File: src/rtl/pixel_array_if.sv
// Bus bundle between the pixel array controller and the camera top level:
// frame request, pixel strobes, shared DATA bus halves and the pixel stream.
interface pixel_array_if;
    logic       start;
    logic       ERASE;
    logic       EXPOSE;
    logic       CONVERT;
    logic [3:0] READ;
    logic [7:0] data_out;
    logic       data_oe;
    logic [7:0] data_in;
    logic [7:0] pix_data;
    logic [1:0] pix_index;
    logic       pix_valid;
    logic       busy;
    logic       frame_done;

    // Controller side.
    modport master (
        input  start, data_in,
        output ERASE, EXPOSE, CONVERT, READ, data_out, data_oe,
        output pix_data, pix_index, pix_valid, busy, frame_done
    );

    // Camera top level / array side.
    modport slave (
        output start, data_in,
        input  ERASE, EXPOSE, CONVERT, READ, data_out, data_oe,
        input  pix_data, pix_index, pix_valid, busy, frame_done
    );
endinterface

File: src/rtl/pixel_array_ctrl.sv
// Frame sequencer for the 2x2 pixel array: erase, expose, ramp conversion with
// a shared ADC count on DATA, bus turnaround, then per-pixel readback.
// All outputs are registered from the next-state decode, so every strobe is
// glitch-free and changes exactly on the state boundary.
module pixel_array_ctrl #(
    parameter int C_ERASE    = 5,
    parameter int C_EXPOSE   = 255,
    parameter int C_READ     = 2,
    parameter int USE_GRAY   = 1,
    parameter int CONTINUOUS = 0
) (
    input  logic          clk,
    input  logic          reset,
    pixel_array_if.master bus
);

    typedef enum logic [2:0] {
        ST_IDLE    = 3'd0,
        ST_ERASE   = 3'd1,
        ST_EXPOSE  = 3'd2,
        ST_CONVERT = 3'd3,
        ST_TURN    = 3'd4,
        ST_READ    = 3'd5,
        ST_DONE    = 3'd6
    } state_t;

    localparam logic [8:0] ERASE_LAST  = 9'(C_ERASE - 1);
    localparam logic [8:0] EXPOSE_LAST = 9'(C_EXPOSE - 1);
    localparam logic [8:0] CONV_LAST   = 9'd255;
    localparam logic [8:0] READ_LAST   = 9'(C_READ - 1);

    function automatic logic [7:0] bin2gray(input logic [7:0] b);
        return b ^ (b >> 1);
    endfunction

    function automatic logic [7:0] gray2bin(input logic [7:0] g);
        logic [7:0] b;
        b[7] = g[7];
        for (int i = 6; i >= 0; i--) begin
            b[i] = b[i + 1] ^ g[i];
        end
        return b;
    endfunction

    state_t     state_r, state_nx_s;
    logic [8:0] phase_r, phase_nx_s;
    logic [1:0] idx_r, idx_nx_s;

    logic       erase_r, expose_r, convert_r, oe_r, busy_r, done_r, valid_r;
    logic [3:0] read_r;
    logic [7:0] dout_r, pix_r;
    logic [1:0] pix_idx_r;

    logic       erase_s, expose_s, convert_s, oe_s, busy_s, done_s, valid_s;
    logic [3:0] read_s;
    logic [7:0] dout_s, pix_s, code_s;
    logic [1:0] pix_idx_s;
    logic       cap_s;

    // State, phase counter and pixel index registers.
    always_ff @(posedge clk) begin
        if (reset) begin
            state_r <= ST_IDLE;
            phase_r <= 9'd0;
            idx_r   <= 2'd0;
        end else begin
            state_r <= state_nx_s;
            phase_r <= phase_nx_s;
            idx_r   <= idx_nx_s;
        end
    end

    // Next-state, phase and pixel index; phase restarts at 0 on every state change.
    always_comb begin
        state_nx_s = state_r;
        phase_nx_s = phase_r + 9'd1;
        idx_nx_s   = idx_r;
        case (state_r)
            ST_IDLE: begin
                phase_nx_s = 9'd0;
                idx_nx_s   = 2'd0;
                if (bus.start) begin
                    state_nx_s = ST_ERASE;
                end else begin
                    state_nx_s = ST_IDLE;
                end
            end
            ST_ERASE: begin
                if (phase_r == ERASE_LAST) begin
                    state_nx_s = ST_EXPOSE;
                    phase_nx_s = 9'd0;
                end else begin
                    state_nx_s = ST_ERASE;
                end
            end
            ST_EXPOSE: begin
                if (phase_r == EXPOSE_LAST) begin
                    state_nx_s = ST_CONVERT;
                    phase_nx_s = 9'd0;
                end else begin
                    state_nx_s = ST_EXPOSE;
                end
            end
            ST_CONVERT: begin
                if (phase_r == CONV_LAST) begin
                    state_nx_s = ST_TURN;
                    phase_nx_s = 9'd0;
                end else begin
                    state_nx_s = ST_CONVERT;
                end
            end
            ST_TURN: begin
                state_nx_s = ST_READ;
                phase_nx_s = 9'd0;
                idx_nx_s   = 2'd0;
            end
            ST_READ: begin
                if (phase_r == READ_LAST) begin
                    phase_nx_s = 9'd0;
                    if (idx_r == 2'd3) begin
                        state_nx_s = ST_DONE;
                        idx_nx_s   = 2'd0;
                    end else begin
                        state_nx_s = ST_READ;
                        idx_nx_s   = idx_r + 2'd1;
                    end
                end else begin
                    state_nx_s = ST_READ;
                end
            end
            ST_DONE: begin
                phase_nx_s = 9'd0;
                idx_nx_s   = 2'd0;
                if (CONTINUOUS != 0) begin
                    state_nx_s = ST_ERASE;
                end else begin
                    state_nx_s = ST_IDLE;
                end
            end
            default: begin
                state_nx_s = ST_IDLE;
                phase_nx_s = 9'd0;
                idx_nx_s   = 2'd0;
            end
        endcase
    end

    // Output decode from the upcoming state so the registered strobes align with it.
    always_comb begin
        erase_s   = (state_nx_s == ST_ERASE);
        expose_s  = (state_nx_s == ST_EXPOSE);
        convert_s = (state_nx_s == ST_CONVERT);
        oe_s      = (state_nx_s == ST_CONVERT);
        busy_s    = (state_nx_s != ST_IDLE);
        done_s    = (state_nx_s == ST_DONE);
        if (state_nx_s == ST_READ) begin
            read_s = 4'b0001 << idx_nx_s;
        end else begin
            read_s = 4'b0000;
        end
        // ADC count only moves during conversion; it holds through turnaround and after.
        if (state_nx_s == ST_CONVERT) begin
            if (USE_GRAY != 0) begin
                dout_s = bin2gray(phase_nx_s[7:0]);
            end else begin
                dout_s = phase_nx_s[7:0];
            end
        end else begin
            dout_s = dout_r;
        end
        // Capture on the last READ cycle of each pixel; presented the cycle after.
        cap_s = (state_r == ST_READ) && (phase_r == READ_LAST);
        if (USE_GRAY != 0) begin
            code_s = gray2bin(bus.data_in);
        end else begin
            code_s = bus.data_in;
        end
        valid_s = cap_s;
        if (cap_s) begin
            pix_s     = code_s;
            pix_idx_s = idx_r;
        end else begin
            pix_s     = pix_r;
            pix_idx_s = pix_idx_r;
        end
    end

    // Output registers; reset clears every output, including the held pixel code.
    always_ff @(posedge clk) begin
        if (reset) begin
            erase_r   <= 1'b0;
            expose_r  <= 1'b0;
            convert_r <= 1'b0;
            read_r    <= 4'b0000;
            oe_r      <= 1'b0;
            dout_r    <= 8'd0;
            busy_r    <= 1'b0;
            done_r    <= 1'b0;
            valid_r   <= 1'b0;
            pix_r     <= 8'd0;
            pix_idx_r <= 2'd0;
        end else begin
            erase_r   <= erase_s;
            expose_r  <= expose_s;
            convert_r <= convert_s;
            read_r    <= read_s;
            oe_r      <= oe_s;
            dout_r    <= dout_s;
            busy_r    <= busy_s;
            done_r    <= done_s;
            valid_r   <= valid_s;
            pix_r     <= pix_s;
            pix_idx_r <= pix_idx_s;
        end
    end

    assign bus.ERASE      = erase_r;
    assign bus.EXPOSE     = expose_r;
    assign bus.CONVERT    = convert_r;
    assign bus.READ       = read_r;
    assign bus.data_oe    = oe_r;
    assign bus.data_out   = dout_r;
    assign bus.busy       = busy_r;
    assign bus.frame_done = done_r;
    assign bus.pix_valid  = valid_r;
    assign bus.pix_data   = pix_r;
    assign bus.pix_index  = pix_idx_r;

endmodule
File: src/flat_wrapper.sv
// flat-port wrapper written by rule: the top's interface ports become plain ports
module pixel_array_ctrl_flat 
#(
    parameter int C_ERASE    = 5,
    parameter int C_EXPOSE   = 255,
    parameter int C_READ     = 2,
    parameter int USE_GRAY   = 1,
    parameter int CONTINUOUS = 0
)
  (clk, reset, bus_start, bus_data_in, bus_ERASE, bus_EXPOSE, bus_CONVERT, bus_READ, bus_data_out, bus_data_oe, bus_pix_data, bus_pix_index, bus_pix_valid, bus_busy, bus_frame_done);
  pixel_array_if bus_i ();
  input  logic clk;
  input  logic reset;
  input wire logic [$bits(bus_i.start)-1:0] bus_start;
  input wire logic [$bits(bus_i.data_in)-1:0] bus_data_in;
  output wire logic [$bits(bus_i.ERASE)-1:0] bus_ERASE;
  output wire logic [$bits(bus_i.EXPOSE)-1:0] bus_EXPOSE;
  output wire logic [$bits(bus_i.CONVERT)-1:0] bus_CONVERT;
  output wire logic [$bits(bus_i.READ)-1:0] bus_READ;
  output wire logic [$bits(bus_i.data_out)-1:0] bus_data_out;
  output wire logic [$bits(bus_i.data_oe)-1:0] bus_data_oe;
  output wire logic [$bits(bus_i.pix_data)-1:0] bus_pix_data;
  output wire logic [$bits(bus_i.pix_index)-1:0] bus_pix_index;
  output wire logic [$bits(bus_i.pix_valid)-1:0] bus_pix_valid;
  output wire logic [$bits(bus_i.busy)-1:0] bus_busy;
  output wire logic [$bits(bus_i.frame_done)-1:0] bus_frame_done;
  assign bus_i.start = bus_start;
  assign bus_i.data_in = bus_data_in;
  assign bus_ERASE = bus_i.ERASE;
  assign bus_EXPOSE = bus_i.EXPOSE;
  assign bus_CONVERT = bus_i.CONVERT;
  assign bus_READ = bus_i.READ;
  assign bus_data_out = bus_i.data_out;
  assign bus_data_oe = bus_i.data_oe;
  assign bus_pix_data = bus_i.pix_data;
  assign bus_pix_index = bus_i.pix_index;
  assign bus_pix_valid = bus_i.pix_valid;
  assign bus_busy = bus_i.busy;
  assign bus_frame_done = bus_i.frame_done;
  pixel_array_ctrl #(.C_ERASE(C_ERASE), .C_EXPOSE(C_EXPOSE), .C_READ(C_READ), .USE_GRAY(USE_GRAY), .CONTINUOUS(CONTINUOUS)) u_core (.clk(clk), .reset(reset), .bus(bus_i));
endmodule
File: config.mk
export PLATFORM = sky130hd
export DESIGN_NAME = pixel_array_ctrl_flat
export DESIGN_NICKNAME = d
export VERILOG_FILES = /design/src/rtl/pixel_array_if.sv /design/src/rtl/pixel_array_ctrl.sv /design/src/flat_wrapper.sv
export SDC_FILE = /design/constraint.sdc
export NUM_CORES = 1
export LEC_CHECK = 0
export CORE_ASPECT_RATIO = 1.1
export CORE_UTILIZATION = 45
export DETAILED_ROUTE_END_ITERATION = 8
export PLACE_DENSITY = 0.73
export SETUP_SLACK_MARGIN = 0.3
export SLEW_MARGIN = 5
export SYNTH_ARGS = -nofsm -noshare
export SYNTH_HDL_FRONTEND = slang
export SYNTH_SLANG_ARGS = --single-unit
export TNS_END_PERCENT = 100
File: constraint.sdc
create_clock -name clk -period 2.1 [get_ports clk]
set_clock_uncertainty 0.2 [all_clocks]
set_input_delay 0.42 -clock clk [delete_from_list [all_inputs] [get_ports clk]]
set_output_delay 0.42 -clock clk [all_outputs]
set_load 0.05 [all_outputs]
==> reports/metrics.yaml <==
layout_setup_ws_ns: -0.0174
holdBufCountCts: 0
wl_per_cell_um: 14.5
p_per_area_mw_per_mm2: 542
synth_edf_count: 0
synth-compound-area-share_pct: 17.9
synth_top_family_by_area: "simple AND/OR/NAND/NOR gates"
gp_congestion: 0.842
dp_hpwl_mm: 3.62
die_y_um: 75.3
hold_depth: 2
syn_to_final_growth_pct: 50.4
gr-total-overflow: 0
slew_viol_final: 0
layout_common_cells: "47 x buf_4, 36 x dfxtp_1, 21 x nor2_1"
fmax_ghz: 0.472
violations: "negative setup slack"
drive_above_1_share_pct: 47.8
yosys_warnings: 0
vias_per_cell: 5.32
cts_sinks: 42
worst_setup_path_end_kind: "register"
cts_inserted_buffers: 5
dr.pass1.iters: 4
synth_area_leader_cell: "dfxtp_1"
multi_input_area_mm2: 0.00149
worst-slew-pin-transition_ns: 0.485
crit_type: "reg -> reg"
grt_pass1_wl_mm: 8.41
hold_class: "reg -> reg"
netlist_instances: 239
synth_area_mm2: 0.00220
h-tree-depth: 2
clk_pin_slew_ns: 0.08
async_flop_share_pct: 0
cts_tree: "yes"
clk_path_buf_depth: 2
required_ns: 2.09
grt_setup_unrepaired: "true"
grt_use_total_pct: 22.0
grt_max_degree: 28
fillCellCount: 364
routed-via-count: 1999
status: "finished, violations left"
cp.arrival_ns: 2.11
wl_mm: 5.46
syn_nets: 257
layout.nets: 337
drc: 0
design.core.area_mm2: 0.00468
maxCapViolCount: 0
setup_viol: 6
rows: 26
grt_pass1_vias: 1863
cts_root_buf: "clkbuf_8"
route.antenna.remaining_nets: 0
synth_mux_area_share_pct: 0
boundaryPins: 40
ir_drop_mv: 0.303
diodes: 0
critPathLaunchType: "register"
antenna_found_initial: 0
dieArea_mm2: 0.00517
worst_slew_margin_rel_pct: 67.8
synth_cell_types: 60
min_period_over_period_pct: 101
final_hold_viol_count: 0
synth_xor_area_share_pct: 8.76
start_util_pct: 46.9
yosysSeqAreaShare_pct: 38.2
drtIter0Drc: 84
ys_seq_elements: 42
synth_top_area_share_pct: 38.2
ys_top_cells_by_area: "dfxtp_1 38%, nand2_1 4.6%, nor2_1 4.4%"
post-route-min-period_ns: 2.12
clk_latency_ns: 0.30
yosys.area_share.adder_pct: 3.98
die_w_um: 68.6
seq_area_um2: 858
final_common_cell: "buf_4"
leakage_nw: 1.35
final_core_utilization_pct: 70.6
ff2ff_path_depth: 6
tns_ns: -0.0538
crit_path_max_fanout: 4
syn_avg_cell_area_um2: 9.20
synth_ff_type: "dfxtp_1"
portBuffers: 39
synth-simple-area-share_pct: 24.8
==> final cells by class <==
class | instances | share of cell area [%]
repair buffers | 85 | 21.4
well taps | 56 | 2.12
multi-input cells | 174 | 45.1
flip-flops and latches | 42 | 26.0
clock inverters | 3 | 2.08
clock buffers | 5 | 2.08
inverters | 11 | 1.32
==> metal layers <==
layer | vias to the layer above | GRT usage (%) | part of all wire, %
li1 | 997 | - | -
met1 | 968 | 27.2 | 41
met2 | 28 | 37.5 | 55
met3 | 6 | 5.24 | 3.1
met4 | 0 | 7.41 | 1.1
met5 | - | 0 | 0
==> cell families after synthesis <==
logic type / after synthesis
AOI/OAI and AO/OA: 53
xor gates and xnor gates: 16
adders and majority gates: 7
buffers and inverters: 23
DFF: 42
and+or+nand+nor: 98
==> Yosys cell counts (3+ instances only) <==
cell / number
ha_1: 7
nand2_1: 27
nand4_1: 3
o31ai_1: 4
o21ai_0: 3
a21oi_1: 15
nor2_1: 26
inv_1: 11
nand2b_1: 3
a22oi_1: 7
buf_4: 4
nand3_1: 5
or2b_2: 3
xor2_1: 6
dfxtp_1: 42
a211oi_1: 3
and3_1: 3
nor3_1: 5
nor2b_1: 4
xnor2_1: 6
==> critical path: stages (launching register included) <==
cell       delay, ns
dfxtp_4         0.37
or4_4           0.53
a2111oi_4       0.40
buf_4           0.18
o21a_1          0.15
or3_4           0.14
nor2_1          0.04
==> repair_timing <==
| item | CTS | global route |
|---|---|---|
| pin swaps | 21 | 16 |
| gates resized for setup | 74 | 49 |
| buffers inserted | 5 | 4 |
| endpoints found under the setup margin | 58 | 54 |
| cloned | 1 | 0 |
==> registers in the layout, summed over array words and instances (netlist names) <==
register               count
u_core.bus.ERASE           1
u_core.bus.CONVERT         1
u_core.bus.pix_index       2
u_core.bus.pix_data        8
u_core.bus.READ            4
u_core.idx_r               2
u_core.state_r             3
u_core.bus.busy            1
u_core.bus.data_out        8
u_core.bus.pix_valid       1
u_core.bus.EXPOSE          1
u_core.phase_r             9
u_core.bus.frame_done      1
==> power by group <==
part / switching (W) / total, W / internal [W]
logic: 0.000105 / 0.000218 / 0.000112
clock network: 0.000295 / 0.000771 / 0.000476
registers: 0.00000635 / 0.000804 / 0.000798
total: 0.000407 / 0.00179 / 0.00139
==> per-stage QoR <==
stage / total power [W] / hold slack, ns / setup WS (ns) / std cells / cell area [um2]
floorplan: 0.000944 / 0.253 / 0.0364 / 239 / 2260
finish: 0.00179 / 0.264 / -0.0174 / 376 / 3310
global route: 0.00185 / 0.276 / -0.109 / 376 / 3310
global placement: 0.00101 / 0.239 / -0.274 / 358 / 2860
CTS: 0.00178 / 0.269 / -0.0143 / 372 / 3170
detailed placement: 0.00101 / 0.247 / -0.298 / 358 / 2860
==> worst paths after layout <==
kind / to / slack, ns / start
worst max register to register: u_core.bus.READ[3] / -0.02 / u_core.phase_r[5]
worst min-delay path: u_core.bus.data_out[6] / 0.26 / u_core.bus.data_out[6]
worst max-delay path: u_core.bus.READ[3] / -0.02 / u_core.phase_r[5]
worst min register to register: u_core.bus.data_out[6] / 0.26 / u_core.bus.data_out[6]
No activity file was read; power rests on OpenSTA's default activity.
